`src/rtl/clawgame_session_ctrl.sv`:
```
// clawgame_session_ctrl: sequences one claw-game session.
// The session runs IDLE -> ARMED (countdown) -> PLAYING -> GAME_OVER.
// The block owns the per-game timer and the score counters.
// It also keeps a high score that survives until reset.
// Score strobes from the Arduino count only while PLAYING.
// Optional feature macro: CLAWGAME_BONUS_TIME_EN. When it is defined, every
// 5th accepted score adds 10 s to time_left, capped at GAME_SECONDS.
module clawgame_session_ctrl #(
    parameter int CLK_HZ            = 100000000,
    parameter int GAME_SECONDS      = 60,
    parameter int COUNTDOWN_SECONDS = 3,
    parameter int OVER_HOLD_SECONDS = 5,
    parameter int SCORE_W           = 16
) (
    input  logic               clock,
    input  logic               reset,
    input  logic               start_btn,
    input  logic               increment_score,
    input  logic               abort,
    output logic [1:0]         state,
    output logic               game_active,
    output logic               arduino_enable,
    output logic [15:0]        time_left,
    output logic [SCORE_W-1:0] score,
    output logic [SCORE_W-1:0] high_score,
    output logic               score_pulse
);

    typedef enum logic [1:0] {
        IDLE      = 2'd0,
        ARMED     = 2'd1,
        PLAYING   = 2'd2,
        GAME_OVER = 2'd3
    } state_t;

    localparam int              PW          = (CLK_HZ > 1) ? $clog2(CLK_HZ) : 1;
    localparam logic [PW-1:0]   PRESC_LAST  = PW'(CLK_HZ - 1);
    localparam logic [15:0]     T_COUNT     = 16'(COUNTDOWN_SECONDS);
    localparam logic [15:0]     T_GAME      = 16'(GAME_SECONDS);
    localparam logic [15:0]     T_HOLD_LAST = 16'(OVER_HOLD_SECONDS - 1);
    localparam logic [SCORE_W-1:0] SCORE_MAX = '1;

    state_t        st;
    logic [PW-1:0] presc;
    logic [15:0]   hold_cnt;
    logic          start_s1, start_s2, start_s3, start_edge;
    logic          inc_s1, inc_s2, inc_s3, inc_edge;
    logic          tick;
    logic          score_accept;
    logic [SCORE_W-1:0] score_next;
    logic [15:0]   play_time_next;
`ifdef CLAWGAME_BONUS_TIME_EN
    logic [2:0]    bonus_cnt;
    logic          bonus_hit;
    logic [16:0]   bonus_sum;
`endif

    assign state        = st;
    assign tick         = (presc == PRESC_LAST);
    assign score_accept = (st == PLAYING) && inc_edge && (score != SCORE_MAX);
    assign score_next   = score_accept ? score + SCORE_W'(1) : score;
`ifdef CLAWGAME_BONUS_TIME_EN
    assign bonus_hit    = score_accept && (bonus_cnt == 3'd4);
`endif

    // Two-flop synchronizers plus registered rising-edge detectors for the async inputs
    // NOTE: clocked blocks use non-blocking (<=) so every flop samples pre-edge values.
    always_ff @(posedge clock or negedge reset) begin
        if (!reset) begin
            {start_s1, start_s2, start_s3, start_edge} <= '0;
            {inc_s1, inc_s2, inc_s3, inc_edge}         <= '0;
        end else begin
            start_s1   <= start_btn;
            start_s2   <= start_s1;
            start_s3   <= start_s2;
            start_edge <= start_s2 & ~start_s3;
            inc_s1     <= increment_score;
            inc_s2     <= inc_s1;
            inc_s3     <= inc_s2;
            inc_edge   <= inc_s2 & ~inc_s3;
        end
    end

    // Play-time update for this cycle: the tick decrement first, then any bonus
    // NOTE: the default is assigned first, so every path drives play_time_next and no latch is inferred.
    always_comb begin
        play_time_next = tick ? time_left - 16'd1 : time_left;
`ifdef CLAWGAME_BONUS_TIME_EN
        bonus_sum = {1'b0, play_time_next} + 17'd10;
        if (bonus_hit) begin
            play_time_next = (bonus_sum > {1'b0, T_GAME}) ? T_GAME : bonus_sum[15:0];
        end
`endif
    end

    // Session FSM with the prescaler, timer, score and high-score registers
    always_ff @(posedge clock or negedge reset) begin
        if (!reset) begin
            st             <= IDLE;
            game_active    <= 1'b0;
            arduino_enable <= 1'b0;
            time_left      <= '0;
            score          <= '0;
            high_score     <= '0;
            score_pulse    <= 1'b0;
            presc          <= '0;
            hold_cnt       <= '0;
`ifdef CLAWGAME_BONUS_TIME_EN
            bonus_cnt      <= '0;
`endif
        end else begin
            score_pulse <= 1'b0;
            presc       <= (st == IDLE || tick) ? '0 : presc + PW'(1);

            if (abort) begin
                // Abort wins over start and tick; scores are kept as they are
                st             <= IDLE;
                game_active    <= 1'b0;
                arduino_enable <= 1'b0;
                time_left      <= '0;
                presc          <= '0;
                hold_cnt       <= '0;
            end else if ((st == IDLE || st == GAME_OVER) && start_edge) begin
                score    <= '0;
                presc    <= '0;
                hold_cnt <= '0;
`ifdef CLAWGAME_BONUS_TIME_EN
                bonus_cnt <= '0;
`endif
                if (COUNTDOWN_SECONDS == 0) begin
                    st             <= PLAYING;
                    game_active    <= 1'b1;
                    arduino_enable <= 1'b1;
                    time_left      <= T_GAME;
                end else begin
                    st             <= ARMED;
                    game_active    <= 1'b0;
                    arduino_enable <= 1'b1;
                    time_left      <= T_COUNT;
                end
            end else begin
                case (st)
                    ARMED: begin
                        if (tick) begin
                            if (time_left == 16'd1) begin
                                st          <= PLAYING;
                                game_active <= 1'b1;
                                time_left   <= T_GAME;
                            end else begin
                                time_left <= time_left - 16'd1;
                            end
                        end
                    end
                    PLAYING: begin
                        if (score_accept) begin
                            score       <= score_next;
                            score_pulse <= 1'b1;
`ifdef CLAWGAME_BONUS_TIME_EN
                            bonus_cnt   <= (bonus_cnt == 3'd4) ? 3'd0 : bonus_cnt + 3'd1;
`endif
                        end
                        if (tick && play_time_next == 16'd0) begin
                            // A score landing on the final tick still counts toward the high score
                            st             <= GAME_OVER;
                            game_active    <= 1'b0;
                            arduino_enable <= 1'b0;
                            time_left      <= '0;
                            presc          <= '0;
                            hold_cnt       <= '0;
                            if (score_next > high_score) begin
                                high_score <= score_next;
                            end
                        end else begin
                            time_left <= play_time_next;
                        end
                    end
                    GAME_OVER: begin
                        if (tick) begin
                            if (hold_cnt == T_HOLD_LAST) begin
                                st       <= IDLE;
                                presc    <= '0;
                                hold_cnt <= '0;
                            end else begin
                                hold_cnt <= hold_cnt + 16'd1;
                            end
                        end
                    end
                    default: begin
                    end
                endcase
            end
        end
    end

endmodule

```
`config.mk`:
```
export PLATFORM = sky130hd
export DESIGN_NAME = clawgame_session_ctrl
export DESIGN_NICKNAME = d
export VERILOG_FILES = /design/src/rtl/clawgame_session_ctrl.sv
export SDC_FILE = /design/constraint.sdc
export NUM_CORES = 1
export LEC_CHECK = 0
export ABC_AREA = 0
export BUFFER_PORTS_ARGS = -buffer_cell sky130_fd_sc_hd__buf_2
export CORE_MARGIN = 3
export CORE_UTILIZATION = 54
export DETAILED_ROUTE_END_ITERATION = 10
export PLACE_DENSITY = 0.85
export SYNTH_ARGS = -nofsm -noshare
export SYNTH_HDL_FRONTEND = slang
export SYNTH_SLANG_ARGS = --single-unit
```
`constraint.sdc`:
```
create_clock -name clock -period 4.1 [get_ports clock]
set_input_delay 0.205 -clock clock [delete_from_list [all_inputs] [get_ports clock]]
set_output_delay 0.205 -clock clock [all_outputs]
set_load 0.005 [all_outputs]
```
### Word level (Yosys, flattened, before mapping)

Index checks and enable logic that the tools add are counted.

| storage, ports and cells | value |
|---|---|
| latch bits | 0 |
| output and inout port bits | 53 |
| memories kept | 0 |
| memory bits (writable) | 0 |
| ROM bits | 0 |
| flip-flop bits (word level) | 104 |
| bits of input ports | 5 |
| word-level logic and storage cells | 107 |

| operators by class | value |
|---|---|
| magnitude comparators | 1 |
| $mul | 0 |
| equal/unequal tests | 12 |
| shifts and indexed selects | 0 |
| add/sub/neg operators | 4 |
| reduce and logical (&&, ||, !) cells | 22 |
| mux-type cells | 45 |
| bitwise logic cells | 6 |
| divide/modulo/power cells | 0 |

Operators with widths:

| kind | count |
|---|---|
| 2-to-1 mux 16 bit | 15 |
| 2-to-1 mux 27 bit | 6 |
| case mux 16 bit (2 select lines) | 2 |
| case mux 27 bit (2 select lines) | 1 |
| adder 16 x 1 -> 16 bit (second input constant) | 2 |
| adder 27 x 1 -> 27 bit (second input constant) | 1 |
| == test 27 bit (second input constant) | 1 |
| == test 16 x 1 -> 1 bit (second input constant) | 1 |
| == test 16 x 3 -> 1 bit (second input constant) | 1 |
| greater-than comparator 16 bit | 1 |
| logical NOT 16 bit | 1 |
| inequality test 16 bit (second input constant) | 1 |
| subtractor 16 x 1 -> 16 bit (second input constant) | 1 |
| 2-to-1 mux 2 bit | 7 |
| 2-to-1 mux 1 bit | 12 |
| inequality test 4 x 2 -> 1 bit (second input constant) | 2 |
| inequality test 4 bit (second input constant) | 2 |
| nonzero test 4 bit | 2 |
| case mux 2 bit (3 select lines) | 1 |
| AND reduction 3 bit | 2 |
| AND reduction 6 bit | 1 |
| nonzero test 3 bit | 2 |
| AND reduction 5 bit | 1 |
| nonzero test 5 bit | 1 |
| other kinds (12) | 23 |

### Logic depth before layout (Yosys ltp)

| logic depth | value |
|---|---|
| depth after elaboration | 8 |
| gate-level depth with buffers | 19 |
| depth with buffers taken out | 16 |

### Worst setup path before layout

No wires, ideal clock.

| timing | value |
|---|---|
| kind | reg2reg |
| start | reg st[0], in the netlist state[0] |
| end | reg high_score[10] |
| slack | -0.115 ns |
| stages on the path, launching flop included | 20 |
| arrival time | 4.090 ns |
| setup time | 0.125 ns |
| data required time | 3.975 ns |
| path through | dfrtp_1 > inv_1 > ha_1 > clkbuf_1 > o211ai_1 > nor3_1 > and3_1 > clkbuf_1 > xor2_1 > ha_1 > a21o_1 > a21o_1 > a21oi_1 > nor2b_1 > o21ai_0 > a21oi_1 > o2111a_1 > buf_2 > buf_2 > mux2_2 |

| on the way | value |
|---|---|
| longest elaborated chain between the ends | 6 |
| elaborated cells on any way between the ends | 11 |

RTL lines:

| item | RTL line | source |
|---|---|---|
| start, declared | 43 | `state_t st;` |
| start signal, assigned | 99 | `st <= IDLE;` |
| start signal, assigned | 117 | `st <= IDLE;` |
| start signal, assigned | 131 | `st <= PLAYING;` |
| == test 2 bit | 60 | `assign score_accept = (st == PLAYING) && inc_edge && (score != SCORE_MAX);` |
| logical AND 1 bit (2 in a row) | 60 |  |
| 2-to-1 mux 16 bit | 61 | `assign score_next = score_accept ? score + SCORE_W'(1) : score;` |
| via score_next[9] | 50 | `logic [SCORE_W-1:0] score_next;` |
| greater-than comparator 16 bit | 170 | `if (score_next > high_score) begin` |
| AND reduction 5 bit (no source line) | -- |  |
| end signal, assigned | 171 | `high_score <= score_next;` |
| end, declared | 25 | `output logic [SCORE_W-1:0] high_score,` |

The timed path passes the listed nets, and every way through them passes these cells.
A chain may end at the register's enable or synchronous reset.

### Final worst setup path

| timing | value |
|---|---|
| start | reg score[0] |
| end | reg high_score[5] |

| on the way | value |
|---|---|
| longest elaborated chain between the ends | 5 |
| elaborated cells on any way between the ends | 6 |

RTL lines:

| item | RTL line | source |
|---|---|---|
| start, declared | 24 | `output logic [SCORE_W-1:0] score,` |
| start signal, assigned | 156 | `score <= score_next;` |
| parallel branches: the longest is 2 deep, another holds adder 16 x 1 -> 16 bit | -- |  |
| 2-to-1 mux 16 bit * | 61 |  |
| via score_next[5] | 50 |  |
| greater-than comparator 16 bit | 170 |  |
| AND reduction 5 bit (no source line) | -- |  |

Mark *: on every way through the listed nets, which the timed path passes.

==> metrics.yaml <==
floorplanning:
  die_h_um: 113
  die_w_um: 113
  row_count: 38
  initial_utilization_pct: 56.4
  core_area_sq_mm: 0.0110
  io-pin-count: 58
  dieArea_sq_mm: 0.0128
global_route:
  grt_remaining_overflow: 0
  grt_pass1_vias: 5330
  grt_antenna_before_repair: 0
  grt_max_degree: 71
  grtUsageTotal_pct: 23.9
  grt_pass1_wl_um: 25300
worst_setup_path:
  path_class: "reg -> reg"
  reg2reg_slack_ns: 0.23
  r2r_start: "score[0]"
  r2r-end: "high_score[5]"
  worstPathArrival_ns: 4.12
  start_kind: "register"
  crit_start: "score[0]"
  critPathMaxFanout: 16
  endpoint_kind: "register"
  reg2regPathDepth: 15
  worstPathRequired_ns: 4.35
drt:
  ant_nets: 0
  vias: 5393
  detailedRoute.firstPassIterationCount: 5
  finalWirelength_um: 14700
  route.detailed.drc: 0
  drtIter0Drc: 436
  route.detailed.wl_per_inst_um: 16.8
  vias_per_cell: 6.16
timing:
  slew_viol_final: 0
  setup_viol: 0
  hold_viol: 69
  fin_setup_tns_ns: 0
  holdWs_ns: -0.0471
  rsz0062_at_grt: "no"
  tightest_slew_ns: 1.13
  fin_ws_ns: 0.226
  skew_ns: 0.00903
  min_period_over_period_pct: 94.5
  slew_headroom_pct: 23.9
  period_minus_slack_ns: 3.87
  max_freq_mhz: 258
clock_tree:
  cts_tree: "done"
  clkTransAtPathRegs_ns: 0.07
  insertion_delay_ns: 0.36
  numCtsBuffers: 9
  clk_path_buf_depth: 2
  h-tree-depth: 3
  cts_sinks: 104
  postCtsSetupBuffers: 0
  root_buffer: "clkbuf_16"
power:
  ir_worst_vdd_mv: 0.484
  leakage_nw: 3.24
  p_per_area_mw_per_mm2: 516
synth:
  netlist_area_sq_mm: 0.00622
  ys.flop_type: "dfrtp_1"
  postSynthAreaPerCell_sq_um: 9.11
  ys_async_sr_fraction_pct: 100
  ys_ff_latch: 104
  synth.top_cell.area_share_pct: 41.8
  synth-compound-area-share_pct: 15.4
  synth_xor_area_share_pct: 6.19
  yosys.area.top_type: "dfrtp_1"
  synth_cell_types: 69
  synthMuxAreaShare_pct: 3.04
  postSynthCellCount: 683
  synth_edf_count: 0
  seq_area_frac_synth_pct: 41.8
  synthSimpleGateAreaFrac_pct: 24.2
  yosysWarnings: 0
  synth_area_leaders: "dfrtp_1, ha_1, nor2_1"
  yosys.area_share.adder_pct: 5.63
  synth_nets: 716
  synth_top_family_by_area: "simple AND/OR/NAND/NOR gates"
flow_run:
  max_cap_viol_count: 0
cells_and_area:
  diodes: 0
  fin_area_sq_mm: 0.00693
  fillers: 895
  seq_area_sq_mm: 0.00260
  area_growth_pct: 11.4
  layout-drive-gt1-share_pct: 15.4
  fin_nets: 765
  final_common_cell: "dfrtp_1"
  utilization_pct: 62.9
  multiInputGateArea_sq_mm: 0.00339
  final_cell_mix: "dfrtp_1, nor2_1, o21ai_0, nand2_1, buf_2"
run_status:
  outcome: "finished, violations left"
  violations: "hold timing"
placed_design:
  place_congestion: 0.884
  portBuffers: 57
  dp_hpwl_um: 10500
  place_ws_ns: 0.0671
  placed_cell_area_sq_mm: 0.00662
min_path:
  hp-class: "in -> async"
## Yosys cell counts (all sizes together), types with 2 or more instances
cell type / n
nor3: 16
or3b: 2
a22o: 9
o211ai: 3
o2111ai: 2
buf: 9
o21ai: 65
or3: 5
nor4: 10
nand2: 56
nor4b: 3
a21boi: 2
nand3b: 5
nand4: 25
mux2i: 2
ha: 28
a221oi: 2
and4: 3
o31a: 3
and2: 4
xnor2: 15
nor3b: 2
dfrtp: 104
xor2: 29
a21o: 8
or2: 2
a21oi: 22
a211oi: 3
nand4b: 3
o21a: 3
nand3: 27
o31ai: 2
o41ai: 5
nor2b: 5
and3: 19
a31oi: 6
nand2b: 14
clkbuf: 21
mux2: 15
or4: 4
inv: 26
nor2: 84
## how the worst max path moves through the flow
stage,to,cells past startpoint
2_1_floorplan,high_score[10],19
3_3_place_gp,high_score[9],16
3_5_place_dp,high_score[5],16
4_1_cts,high_score[5],16
5_1_grt,high_score[10],16
6_report,high_score[5],15
## cell families after synthesis
| logic type | Yosys count |
|---|---|
| buffers and inverters | 57 |
| AO/OA/AOI/OAI | 143 |
| XOR/XNOR | 44 |
| multiplexers | 17 |
| flip-flops | 104 |
| AND/OR/NAND/NOR | 290 |
| adder cells (fa/ha/maj) | 28 |
## power by group
part | switching [mW] | internal, mW | total (mW)
clock | 0.395 | 0.475 | 0.871
combinational | 0.893 | 0.523 | 1.42
sequential | 0.177 | 1.11 | 1.29
total | 1.47 | 2.11 | 3.58
## stage by stage
step | power (mW) | std cells
after global routing | 3.80 | 876
after CTS | 3.57 | 876
after global placement | 2.64 | 859
after detailed placement | 2.69 | 859
after floorplan | 2.33 | 683
final | 3.58 | 876
## layer usage
metal,global-route usage [%],vias up,share of wire [%]
met5,0,-,0
met3,4.87,26,6.2
met4,7.77,0,2.0
met1,32.1,2638,44
li1,-,2535,-
met2,39.2,194,48
## flip-flops by register name, indices dropped and copies added (netlist names), 2 cells and up
| name | count |
|---|---|
| high_score | 16 |
| score | 16 |
| state | 2 |
| presc | 27 |
| time_left | 16 |
| hold_cnt | 16 |
## what timing repair did
action | CTS | global route
setup endpoints to repair | 0 | 16
endpoints found under the hold margin | 2 | 0
hold buffers | 2 | 0
resized for setup | 0 | 1
## cell type report
cell class / count / area share [%]
well taps: 140 / 2.53
clock inverters: 4 / 0.794
multi-input cells: 522 / 48.9
repair buffers: 68 / 5.41
inverters: 27 / 1.46
clock buffers: 11 / 3.36
flip-flops and latches: 104 / 37.5
## critical path: stages, from the launching register on
cell      delay [ns]
dfrtp_1         0.44
ha_1            0.21
and3_1          0.24
nand4_1         0.14
o211ai_1        0.36
nor3_2          0.10
buf_4           0.17
xor2_1          0.21
ha_1            0.29
a21o_1          0.18
a21o_1          0.16
a21oi_1         0.16
o21ai_0         0.16
a21o_1          0.20
o2111a_2        0.40
mux2_2          0.33
Power figures use the tool's default switching activity.
